$ cat src/rtl/cnn_pkg.sv
// Shared types and default geometry for the grayscale CNN front end.
// The window type is also consumed by the convolution stage.
package cnn_pkg;

  localparam int unsigned PIXEL_WIDTH = 8;
  localparam int unsigned IMG_WIDTH   = 28;
  localparam int unsigned IMG_HEIGHT  = 28;

  typedef logic [PIXEL_WIDTH-1:0] pixel_t;
  typedef pixel_t [2:0][2:0]      window_t;

endpackage

$ cat src/rtl/sliding_window_3x3_line_buffer.sv
// Single-row circular pixel store with combinational read of the old contents
// and a registered write, so a read and write to the same slot see the prior pixel.
module line_buffer #(
  parameter int unsigned Width = 8,
  parameter int unsigned Depth = 28,
  localparam int unsigned AddrW = $clog2(Depth)
) (
  input  logic             clk_i,
  input  logic             rst_ni,
  input  logic             en_i,
  input  logic [AddrW-1:0] addr_i,
  input  logic [Width-1:0] wdata_i,
  output logic [Width-1:0] rdata_o
);

  logic [Width-1:0] mem_q [Depth];

  assign rdata_o = mem_q[addr_i];

  always_ff @(posedge clk_i or negedge rst_ni) begin
    if (!rst_ni) begin
      for (int i = 0; i < Depth; i++) begin
        mem_q[i] <= '0;
      end
    end else if (en_i) begin
      mem_q[addr_i] <= wdata_i;
    end
  end

endmodule

$ cat src/rtl/sliding_window_3x3.sv
// Raster-stream to 3x3 window converter: two chained line buffers feed the right-hand
// column of a shifting window; only unpadded positions raise window_valid_o.
module sliding_window_3x3 #(
  parameter int unsigned PIXEL_WIDTH = cnn_pkg::PIXEL_WIDTH,
  parameter int unsigned IMG_WIDTH   = cnn_pkg::IMG_WIDTH,
  parameter int unsigned IMG_HEIGHT  = cnn_pkg::IMG_HEIGHT
) (
  input  logic                              clk_i,
  input  logic                              rst_ni,
  input  logic                              clear_i,
  input  logic [PIXEL_WIDTH-1:0]            pixel_i,
  input  logic                              pixel_valid_i,
  output logic [2:0][2:0][PIXEL_WIDTH-1:0]  window_o,
  output logic                              window_valid_o,
  output logic                              frame_done_o
);
  import cnn_pkg::*;

  localparam int unsigned ColW = $clog2(IMG_WIDTH);
  localparam int unsigned RowW = $clog2(IMG_HEIGHT);
  localparam logic [ColW-1:0] ColLast = ColW'(IMG_WIDTH - 1);
  localparam logic [RowW-1:0] RowLast = RowW'(IMG_HEIGHT - 1);
  localparam logic [ColW-1:0] ColTwo  = ColW'(2);
  localparam logic [RowW-1:0] RowTwo  = RowW'(2);

  logic [ColW-1:0] col_q, col_d;
  logic [RowW-1:0] row_q, row_d;
  logic [2:0][2:0][PIXEL_WIDTH-1:0] win_q, win_d;
  logic valid_q, valid_d;
  logic done_q, done_d;
  logic accept;
  logic [PIXEL_WIDTH-1:0] lb1_rdata, lb0_rdata;

  // lb1 holds the previous row; its evicted pixel moves into lb0 (two rows back).
  line_buffer #(
    .Width (PIXEL_WIDTH),
    .Depth (IMG_WIDTH)
  ) u_lb1 (
    .clk_i   (clk_i),
    .rst_ni  (rst_ni),
    .en_i    (accept),
    .addr_i  (col_q),
    .wdata_i (pixel_i),
    .rdata_o (lb1_rdata)
  );

  line_buffer #(
    .Width (PIXEL_WIDTH),
    .Depth (IMG_WIDTH)
  ) u_lb0 (
    .clk_i   (clk_i),
    .rst_ni  (rst_ni),
    .en_i    (accept),
    .addr_i  (col_q),
    .wdata_i (lb1_rdata),
    .rdata_o (lb0_rdata)
  );

  always_comb begin
    accept  = pixel_valid_i && !clear_i;
    col_d   = col_q;
    row_d   = row_q;
    win_d   = win_q;
    valid_d = accept && (row_q >= RowTwo) && (col_q >= ColTwo);
    done_d  = accept && (row_q == RowLast) && (col_q == ColLast);
    if (clear_i) begin
      col_d = '0;
      row_d = '0;
    end else if (accept) begin
      for (int r = 0; r < 3; r++) begin
        win_d[r][0] = win_q[r][1];
        win_d[r][1] = win_q[r][2];
      end
      win_d[2][2] = pixel_i;
      win_d[1][2] = lb1_rdata;
      win_d[0][2] = lb0_rdata;
      if (col_q == ColLast) begin
        col_d = '0;
        row_d = (row_q == RowLast) ? '0 : row_q + 1'b1;
      end else begin
        col_d = col_q + 1'b1;
      end
    end
  end

  always_ff @(posedge clk_i or negedge rst_ni) begin
    if (!rst_ni) begin
      col_q   <= '0;
      row_q   <= '0;
      win_q   <= '0;
      valid_q <= 1'b0;
      done_q  <= 1'b0;
    end else begin
      col_q   <= col_d;
      row_q   <= row_d;
      win_q   <= win_d;
      valid_q <= valid_d;
      done_q  <= done_d;
    end
  end

  assign window_o       = win_q;
  assign window_valid_o = valid_q;
  assign frame_done_o   = done_q;

endmodule

$ cat config.mk
export PLATFORM = sky130hd
export DESIGN_NAME = sliding_window_3x3
export DESIGN_NICKNAME = d
export VERILOG_FILES = /design/src/rtl/cnn_pkg.sv /design/src/rtl/sliding_window_3x3_line_buffer.sv /design/src/rtl/sliding_window_3x3.sv
export SDC_FILE = /design/constraint.sdc
export NUM_CORES = 1
export LEC_CHECK = 0
export ABC_AREA = 0
export CORE_ASPECT_RATIO = 0.5
export CORE_MARGIN = 2
export CORE_UTILIZATION = 40
export DETAILED_ROUTE_END_ITERATION = 16
export DONT_BUFFER_PORTS = 1
export GPL_TIMING_DRIVEN = 0
export HOLD_SLACK_MARGIN = 0.03
export SYNTH_ARGS = -nofsm -noshare
export SYNTH_HDL_FRONTEND = slang
export SYNTH_SLANG_ARGS = --single-unit
$ cat constraint.sdc
create_clock -name clk_i -period 3.9 [get_ports clk_i]
set_input_delay 0.975 -clock clk_i [delete_from_list [all_inputs] [get_ports clk_i]]
set_output_delay 0.975 -clock clk_i [all_outputs]
set_load 0.03 [all_outputs]
==> impl_metrics.json <==
{
  "antenna_found_initial": 1,
  "period_needed_ns": 3.77,
  "min-delay-path-class": "in -> async",
  "grt_usage_pct": 21.8,
  "rows": 62,
  "via_per_inst": 5.56,
  "r2r_cells": 8,
  "clk_latency_ns": 0.58,
  "crit_chain": "buf_4 > buf_6 > buf_4 > clkinv_1 > ha_1 > nand4_1 > clkbuf_2 > mux2_2",
  "arrival_ns": 4.23,
  "finalWeightedCongestion": 0.925,
  "worstSetupEndpointType": "flip-flop",
  "slew_headroom_pct": -20.2,
  "area_delta_synth_final_pct": 11.3,
  "drive_gt1_share_pct": 25.0,
  "multi_input_area_um2": 9510,
  "register_area_um2": 13300,
  "fp.dieH_um": 176,
  "worst_pin_slew_ns": 1.80,
  "ir_worst_vdd_v": 0.000341,
  "cts_buffers": 50,
  "ys.warnings.count": 0,
  "path_common_cell": "buf_4",
  "finalHoldViolCount": 0,
  "dp.final_hpwl_um": 47100,
  "status": "finished with violations",
  "drv_slew": 277,
  "synth_cell_types": 56,
  "required_ns": 4.36,
  "ios": 86,
  "grt_max_degree": 533,
  "wl_per_cell_um": 23.4,
  "clock_path_buffers": 3,
  "ant_nets": 0,
  "crit_type": "reg -> reg",
  "timing.critical_path.buf_inv": 5,
  "start_kind": "flip-flop",
  "drcViolationCount": 0,
  "skew_ns": 0.0134,
  "cts_tree": "yes",
  "ys_ff_latch": 532,
  "wirelength_um": 66200,
  "die_w_um": 348,
  "cp_max_fo": 10,
  "ys_seq_area_share_pct": 56.4,
  "die-area_um2": 61100,
  "core_um2": 57900,
  "drt_pass1_iterations": 5,
  "cts.reportedPaths.clkPinSlew_ns": 0.07,
  "detail_route.iter0.violations": 1432,
  "grt_pass1_wl_um": 100000,
  "overflow": 0,
  "htree_num_levels": 2,
  "synth-edff-count": 0,
  "io_buffers": 0,
  "syn_area_um2": 23600,
  "setup_viol_count_final": 0,
  "worstReg2RegEnd": "u_lb1.mem_q[108]",
  "fillers": 5330,
  "avgSynthCellArea_um2": 12.0,
  "syn_inst": 1965,
  "grt_pass1_vias": 15587,
  "leakagePower_nw": 12.0,
  "max_stage_delay_ns": 0.53,
  "start_util_pct": 40.8,
  "slowest_stage": "dfrtp_1",
  "final_util_pct": 45.4,
  "nets": 2036,
  "postCtsSetupBuffers": 0,
  "maxCapViolCount": 0,
  "syn-num-nets": 1984,
  "cts_hold_buffers": 0,
  "worstReg2RegStart": "col_q[0]",
  "async_flop_share_pct": 100,
  "root_buffer": "clkbuf_16",
  "power_density_nw_per_um2": 482,
  "regToRegSetupSlack_ns": 0.13,
  "rsz0062_at_grt": "false",
  "violations": "max-slew violations",
  "timing.final.crit_share_pct": 96.5,
  "cts.sinks": 532,
  "p_total_mw": 12.7,
  "crit_family": "buffers and inverters",
  "vias": 15711,
  "synth_flop_cell": "dfrtp_1",
  "fmax_mhz": 266
}
[layout make-up]
cell class                 count  area share, %
inverter                       3         0.0428
tap                          768           3.66
sequential                   532           50.6
buffer                       162           3.01
antenna                        3         0.0286
clock inverter                13          0.571
multi-input combinational   1268           36.2
clock buffer                  77           5.88
[layer usage]
metal | up-vias | track usage [%] | part of all wire (%) | wire length [um]
met5 | - | 0 | 0 | 0
met4 | 0 | 5.57 | 2.1 | 1420
met3 | 89 | 5.19 | 8.0 | 5280
met2 | 464 | 31.3 | 42 | 27900
met1 | 8153 | 32.9 | 48 | 31600
li1 | 7005 | - | - | -
[cells by family after synthesis]
logic type	synth area share, %
AOI/OAI and AO/OA	6.53
xor gates and xnor gates	0.111
adders and majority gates	0.371
buffers and inverters	3.38
DFF	56.4
muxes	23.8
and+or+nand+nor	9.40
[worst max-delay path by stage]
stage                            end  depth (start not counted)     start  slack, ns
floorplan           u_lb1.mem_q[115]                         10  col_q[1]       1.26
global placement    u_lb1.mem_q[116]                         10  col_q[1]     -0.002
detailed placement    window_valid_o                          8   clear_i     -0.002
CTS                 u_lb1.mem_q[117]                         10  col_q[1]       0.01
global route        u_lb1.mem_q[108]                          8  col_q[0]       0.06
finish              u_lb1.mem_q[108]                          8  col_q[0]       0.13
[Yosys cell counts (7+ instances only)]
| cell type | instances | area (um2) |
|---|---|---|
| a21oi_1 | 127 | 636 |
| clkbuf_1 | 75 | 282 |
| mux2i_1 | 126 | 1260 |
| nor2_1 | 163 | 612 |
| dfrtp_1 | 532 | 13300 |
| nand2_1 | 260 | 976 |
| buf_4 | 17 | 128 |
| a31oi_1 | 10 | 62.6 |
| o21ai_1 | 28 | 140 |
| nor4_1 | 7 | 43.8 |
| mux4_2 | 50 | 1130 |
| o22ai_1 | 44 | 275 |
| o21ai_0 | 49 | 245 |
| buf_2 | 62 | 310 |
| ha_1 | 7 | 87.6 |
| nor2b_1 | 13 | 81.3 |
| mux2_2 | 282 | 3180 |
| nor3_1 | 10 | 50.1 |
| nand3_1 | 10 | 50.1 |
[cell usage in the layout, fill, tap and decap left out, drive strengths merged, types with 2 or more instances in the layout]
cell type / n
nor2b: 13
ha: 7
o31ai: 2
xnor2: 2
diode: 3
a31oi: 10
nor4: 7
nor3: 11
nand4bb: 3
o22ai: 44
nand4b: 4
o21ai: 77
nand2b: 6
a21oi: 127
dfrtp: 532
nand4: 6
a41oi: 2
nand3: 10
buf: 87
or4: 5
inv: 2
bufinv: 3
clkinv: 10
mux2: 288
and2: 6
or4b: 2
mux2i: 126
and3: 5
or2: 2
nand3b: 3
mux4: 50
a211oi: 5
nand2: 264
nor2: 166
a22o: 4
clkbuf: 152
[state kept, by name, indices dropped and copies added, names as in the netlist]
register        cells
u_lb0.mem_q       224
window_o           72
frame_done_o        1
u_lb1.mem_q       224
row_q               5
window_valid_o      1
col_q               5
[timing repair]
action / CTS / global route
setup endpoints to repair: 3 / 9
gates resized for setup: 1 / 4
endpoints found under the hold margin: 0 / 0
[through the flow]
stage               cells  setup TNS, ns  hold slack, ns  area (um2)  setup slack, ns
finish               2826              0           0.153       26300            0.135
global route         2824              0           0.122       26300           0.0606
CTS                  2823              0           0.118       26300           0.0120
detailed placement   2733       -0.00207           0.465       24600         -0.00207
global placement     2733       -0.00151           0.458       24600         -0.00151
floorplan            1965              0           0.445       23600             1.26
[power by group]
group	internal, mW	switching (mW)	total (mW)
Combinational	0.483	0.582	1.07
Clock	2.92	2.15	5.07
Sequential	5.90	0.621	6.52
Total	9.31	3.35	12.7
Note: power is estimated with default switching activity, not from simulation.
